<file path="config.mk">
export PLATFORM = sky130hd
export DESIGN_NAME = get_height_core
export DESIGN_NICKNAME = d
export VERILOG_FILES = /design/src/rtl/get_height_core.sv
export SDC_FILE = /design/constraint.sdc
export NUM_CORES = 1
export LEC_CHECK = 0
export CAP_MARGIN = 5
export CORE_MARGIN = 2
export CORE_UTILIZATION = 40
export DETAILED_ROUTE_END_ITERATION = 6
export PLACE_DENSITY_LB_ADDON = 0.15
export SLEW_MARGIN = 20
export SYNTH_ARGS = -nofsm -noshare
export SYNTH_HDL_FRONTEND = slang
export SYNTH_SLANG_ARGS = --single-unit
</file>
<file path="constraint.sdc">
create_clock -name clk -period 6.9 [get_ports clk]
set_input_delay 1.035 -clock clk [delete_from_list [all_inputs] [get_ports clk]]
set_output_delay 1.035 -clock clk [all_outputs]
set_load 0.05 [all_outputs]
</file>
<file path="src/rtl/get_height_core.sv">
// -----------------------------------------------------------------------------
// get_height_core
//
// Estimates voice pitch from a microphone stream and turns it into a height
// value. Each window holds 64 samples. The module averages the window, then
// counts how often consecutive samples cross that mean. The crossing count,
// shifted left, becomes the height. A window whose peak-to-peak amplitude is
// too small is treated as silence and gives height 0.
//
// Parameters
//   SAMPLE_DIV   : clk cycles per mic sample tick (1..65535)
//   AMP_THRESH   : minimum peak-to-peak window amplitude for a valid pitch
//   HEIGHT_SHIFT : left shift applied to the crossing count
//
// Ports
//   clk      in   1   system clock, rising edge
//   reset    in   1   asynchronous reset, active low
//   mic_data in  12   unsigned microphone sample, taken on sample ticks only
//   height   out 10   registered pitch height, 0 = silence/ground
//
// Configuration
//   GET_HEIGHT_SMOOTH_EN : when defined, each new height is the average of
//                          the previous height and the new raw value.
// -----------------------------------------------------------------------------
module get_height_core #(
    parameter int SAMPLE_DIV   = 1000,
    parameter int AMP_THRESH   = 32,
    parameter int HEIGHT_SHIFT = 4
) (
    input  logic        clk,
    input  logic        reset,
    input  logic [11:0] mic_data,
    output logic [9:0]  height
);

    typedef enum logic [1:0] {
        COLLECT = 2'd0,
        MEAN    = 2'd1,
        COUNT   = 2'd2,
        UPDATE  = 2'd3
    } state_t;

    localparam logic [15:0] DIV_LAST = 16'(SAMPLE_DIV - 1);
    localparam logic [31:0] AMP_W    = 32'(AMP_THRESH);

    // Shift the crossing count into a height and clamp it to the 10-bit range.
    function automatic logic [9:0] sat_height(input logic [5:0] crossings);
        logic [63:0] wide;
        begin
            wide = {58'd0, crossings} << HEIGHT_SHIFT;
            if (wide > 64'd1023) begin
                sat_height = 10'd1023;
            end else begin
                sat_height = wide[9:0];
            end
        end
    endfunction

    state_t      state_r;
    state_t      state_next_s;

    logic [15:0] div_cnt_r;
    logic        tick_s;

    logic [11:0] sample_mem_r [64];
    logic [5:0]  idx_r;
    logic [17:0] sum_r;
    logic [11:0] min_r;
    logic [11:0] max_r;
    logic [11:0] mean_r;
    logic [11:0] range_r;
    logic [5:0]  pos_r;
    logic [5:0]  cross_r;
    logic [9:0]  height_r;

    logic        collect_en_s;
    logic        mean_en_s;
    logic        count_en_s;
    logic        update_en_s;

    logic [11:0] prev_smp_s;
    logic [11:0] cur_smp_s;
    logic        crossing_s;
    logic [9:0]  raw_s;
    logic [9:0]  height_next_s;

    assign tick_s = (div_cnt_r == DIV_LAST);

    // Sample-rate divider; it keeps running in every state.
    always_ff @(posedge clk or negedge reset) begin
        if (!reset) begin
            div_cnt_r <= 16'd0;
        end else if (tick_s) begin
            div_cnt_r <= 16'd0;
        end else begin
            div_cnt_r <= div_cnt_r + 16'd1;
        end
    end

    // FSM state register.
    always_ff @(posedge clk or negedge reset) begin
        if (!reset) begin
            state_r <= COLLECT;
        end else begin
            state_r <= state_next_s;
        end
    end

    // FSM next-state logic.
    always_comb begin
        state_next_s = state_r;
        case (state_r)
            COLLECT: begin
                if (tick_s && (idx_r == 6'd63)) begin
                    state_next_s = MEAN;
                end else begin
                    state_next_s = COLLECT;
                end
            end
            MEAN:    state_next_s = COUNT;
            COUNT: begin
                if (pos_r == 6'd63) begin
                    state_next_s = UPDATE;
                end else begin
                    state_next_s = COUNT;
                end
            end
            UPDATE:  state_next_s = COLLECT;
            default: state_next_s = COLLECT;
        endcase
    end

    // FSM output decode. Ticks outside COLLECT are ignored.
    always_comb begin
        collect_en_s = 1'b0;
        mean_en_s    = 1'b0;
        count_en_s   = 1'b0;
        update_en_s  = 1'b0;
        case (state_r)
            COLLECT: collect_en_s = tick_s;
            MEAN:    mean_en_s    = 1'b1;
            COUNT:   count_en_s   = 1'b1;
            UPDATE:  update_en_s  = 1'b1;
            default: collect_en_s = 1'b0;
        endcase
    end

    // Sample buffer. It is left without reset because every entry is
    // rewritten before the next window reads it.
    always_ff @(posedge clk) begin
        if (collect_en_s) begin
            sample_mem_r[idx_r] <= mic_data;
        end
    end

    // Crossing detection between adjacent buffered samples.
    always_comb begin
        prev_smp_s = sample_mem_r[pos_r - 6'd1];
        cur_smp_s  = sample_mem_r[pos_r];
        crossing_s = (prev_smp_s >= mean_r) != (cur_smp_s >= mean_r);
    end

    // Raw height, gated by amplitude, plus the optional smoothing.
    always_comb begin
        if ({20'd0, range_r} < AMP_W) begin
            raw_s = 10'd0;
        end else begin
            raw_s = sat_height(cross_r);
        end
`ifdef GET_HEIGHT_SMOOTH_EN
        height_next_s = 10'(({1'b0, height_r} + {1'b0, raw_s}) >> 1);
`else
        height_next_s = raw_s;
`endif
    end

    // Window datapath: accumulate, compute mean and range, count crossings,
    // and publish the height.
    always_ff @(posedge clk or negedge reset) begin
        if (!reset) begin
            idx_r    <= 6'd0;
            sum_r    <= 18'd0;
            min_r    <= 12'd4095;
            max_r    <= 12'd0;
            mean_r   <= 12'd0;
            range_r  <= 12'd0;
            pos_r    <= 6'd0;
            cross_r  <= 6'd0;
            height_r <= 10'd0;
        end else if (collect_en_s) begin
            idx_r <= idx_r + 6'd1;
            sum_r <= sum_r + {6'd0, mic_data};
            min_r <= (mic_data < min_r) ? mic_data : min_r;
            max_r <= (mic_data > max_r) ? mic_data : max_r;
        end else if (mean_en_s) begin
            mean_r  <= 12'(sum_r >> 6);
            range_r <= max_r - min_r;
            pos_r   <= 6'd1;
            cross_r <= 6'd0;
        end else if (count_en_s) begin
            // At most 63 crossings fit in 64 samples, so the counter cannot wrap.
            if (crossing_s) begin
                cross_r <= cross_r + 6'd1;
            end else begin
                cross_r <= cross_r;
            end
            pos_r <= pos_r + 6'd1;
        end else if (update_en_s) begin
            height_r <= height_next_s;
            idx_r    <= 6'd0;
            sum_r    <= 18'd0;
            min_r    <= 12'd4095;
            max_r    <= 12'd0;
        end else begin
            idx_r <= idx_r;
        end
    end

    assign height = height_r;

endmodule

</file>
==> out/metrics.yaml <==
clock_tree:
  cts.sinks: 871
  cts_buffers: 95
  cts_tree: "yes"
  cts_max_level: 3
  root_buffer: "clkbuf_16"
  worstSkewPairLatency_ns: 0.67
  ctsResizeCount: 0
  cts.clk_slew.worst_paths_ns: 0.06
  clockBufferDepth: 3
  post_cts_buffers: 0
  postCtsHoldBufs: 0
detailed_routing:
  viasPerCell: 6.27
  drt_first_pass_iters: 5
  totalWireLength_mm: 125
  vias: 23124
  wl_per_cell_um: 33.9
  first_iter_violations: 2898
  drcViolationCount: 0
  ant_nets: 0
sta:
  hold_viol_final: 0
  setup_viol: 0
  grt_setup_unrepaired: "no"
  worst_pin_slew_ns: 1.17
  timing.setup.tns_ns: 0
  slew_viol_final: 0
  fmax_mhz: 179
  clock_skew_ns: 0.0186
  finalCritPeriodShare: 0.811
  fin_ws_ns: 1.30
  fin_crit_ns: 5.60
  slew_headroom: 0.222
floorplanning:
  std_cell_rows: 118
  start_util: 0.405
  die_w_um: 328
  die_area_um2: 108000
  die_h_um: 328
  core_area_um2: 104000
  ioPinCount: 24
critical_path:
  path_class: "register to register"
  critPathRequiredTime_ns: 7.40
  cp.arrival_ns: 6.10
  rr_endpoint: "cross_r[5]$_DFFE_PN0P_"
  critPathTopFamily: "multiplexers"
  crit_slowest_cell: "xor2_1"
  reg2reg_from: "pos_r[0]$_DFFE_PN0P_"
  r2r_slack_ns: 1.30
  start_kind: "register"
  r2r_cells: 14
  crit_buf_inv: 2
  cpMostUsedCell: "mux4_2"
  max_stage_delay_ns: 0.79
  timing.critical_path.cells: "inv_1 -> ha_4 -> buf_12 -> mux4_2 -> mux4_2 -> mux4_2 -> ha_1 -> a21oi_1 -> nand2_1 -> a41oi_1 -> o311a_1 -> xor2_1 -> and3b_1 -> o311ai_0"
  worstSetupEndpointType: "register"
  crit_fanout: 53
power_and_ir_drop:
  p_leak_nw: 14.7
  power_density_nw_per_um2: 228
  ir_worst_vdd_v: 0.000149
synthesis:
  ys_seq_area_frac: 0.611
  synth_edf_count: 768
  synth-warning-count: 0
  yosysTopAreaCell: "edfxtp_1"
  synth_flop_cell: "edfxtp_1"
  yosysMostFrequentCell: "edfxtp_1"
  synth_seq_cells: 871
  synth_cells: 2210
  yosys.area.top_type_share: 0.549
  syn_avg_cell_area_um2: 19.0
  synth_common_cells: "768 x edfxtp_1, 504 x mux4_2, 115 x nor2_1"
  synth_area_leaders: "edfxtp_1 55%, mux4_2 27%, dfrtp_1 5.4%, ha_1 2.4%, nor2_1 1.0%"
  async_flop_share: 0.118
  syn-cell-area_um2: 42000
  yosysUniqueCellTypes: 60
global_routing:
  grt_first_pass_wirelength_mm: 178
  grt_pass1_vias: 23034
  grt_antenna_before_repair: 14
  grt_usage: 0.235
  grt_max_degree: 125
  grt_overflow_total: 0
placed_design:
  placed_cell_area_um2: 44000
  pre_cts_slack_ns: 1.32
  routabilityCongestion: 0.843
  placed_cells: 3511
  hpwlAfterDp_mm: 79.8
  io_buffer_count: 19
status:
  status: "finished, final reports clean"
finish:
  layout.cells.non_filler: 3688
  area_delta_synth_final_pct: 11.8
  drive_above_1_share: 0.339
  final_area_um2: 46900
  nets: 2322
run:
  cap_violations: 0
min_path:
  hold_class: "input port to async pin"
-- cell type report --
type / instances / area, µm²
fillers: 8721 / 56900
flip-flops and latches: 871 / 25700
multi-input cells: 1130 / 15800
clock buffers: 127 / 2550
well taps: 1380 / 1730
repair buffers: 65 / 611
clock inverters: 49 / 328
inverters: 65 / 244
diodes: 1 / 2.50
-- sequential cells by signal (all words and copies together), names as in the netlist --
| signal | flops |
|---|---|
| pos_r | 6 |
| state_r | 2 |
| height | 6 |
| mean_r | 12 |
| div_cnt_r | 16 |
| cross_r | 6 |
| sum_r | 18 |
| max_r | 12 |
| sample_mem_r | 768 |
| idx_r | 6 |
| min_r | 12 |
| range_r | 7 |
-- layout by cell type (no fill, tap or decap), drive strengths merged, types with 4 or more instances in the layout --
cell           count
clkbuf           127
nand3             27
a31oi              6
clkinv            39
and3               8
nor3               8
xor2              17
nor2b             12
nand2b             6
mux2               5
dfstp             12
mux4             504
a32o               4
inv               70
buf               59
clkdlybuf4s50      6
or3                9
nand2             84
nor2             115
nand3b             4
a21o              19
edfxtp           768
ha                79
mux2i             14
o211ai            12
a21oi             34
dfrtp             91
xnor2             23
o21ai             59
nand4b            13
conb               4
o21a               6
nand4             13
-- report_power, final --
| group | leakage (nW) | switching, W | internal, W | total, W |
|---|---|---|---|---|
| Sequential | 8.17 | 0 | 0.00574 | 0.00574 |
| Combinational | 5.08 | 0.000129 | 0.0000246 | 0.000154 |
| Clock | 1.41 | 0.00210 | 0.00270 | 0.00481 |
| Total | 14.7 | 0.00223 | 0.00847 | 0.0107 |
-- layer usage --
layer  global-route usage  vias to the layer above  wire length, µm
met1                0.336                    12516            51700
li1                     -                     9345                -
met3               0.0493                      177            11000
met2                0.362                     1080            58100
met4               0.0782                        6             4100
met5                    0                        -               46
-- through the flow --
step | total power [W] | hold slack (ns) | utilization
after floorplan | 0.00588 | 0.454 | -
after global placement | 0.00600 | 0.468 | 0.423
after detailed placement | 0.00600 | 0.481 | 0.424
after CTS | 0.0108 | 0.371 | 0.452
after global routing | 0.0110 | 0.427 | 0.452
final | 0.0107 | 0.391 | 0.452
-- kinds of logic after synthesis --
logic type | synth area share
flip-flops | 0.611
multiplexers | 0.275
AND/OR/NAND/NOR | 0.0364
buffers and inverters | 0.0212
AO/OA/AOI/OAI | 0.0241
adder cells (fa/ha/maj) | 0.0240
XOR/XNOR | 0.00834
other | 0.0000893
-- worst register-to-register path: stages, from the launching register on --
cell	delay (ns)
dfrtp_4	0.58
inv_1	0.12
ha_4	0.61
buf_12	0.37
mux4_2	0.44
mux4_2	0.60
mux4_2	0.58
ha_1	0.34
a21oi_1	0.14
nand2_1	0.06
a41oi_1	0.18
o311a_1	0.22
xor2_1	0.79
and3b_1	0.29
o311ai_0	0.11
-- worst max-delay path by stage --
| stage | from | to | cells past startpoint |
|---|---|---|---|
| detailed placement | pos_r[0]$_DFFE_PN0P_ | cross_r[5]$_DFFE_PN0P_ | 14 |
| global placement | pos_r[0]$_DFFE_PN0P_ | cross_r[5]$_DFFE_PN0P_ | 14 |
| finish | pos_r[0]$_DFFE_PN0P_ | cross_r[5]$_DFFE_PN0P_ | 14 |
| floorplan | pos_r[1]$_DFFE_PN0P_ | cross_r[5]$_DFFE_PN0P_ | 19 |
| CTS | pos_r[0]$_DFFE_PN0P_ | cross_r[5]$_DFFE_PN0P_ | 14 |
| global route | pos_r[0]$_DFFE_PN0P_ | cross_r[2]$_DFFE_PN0P_ | 14 |
No activity file was read; power rests on OpenSTA's default activity.
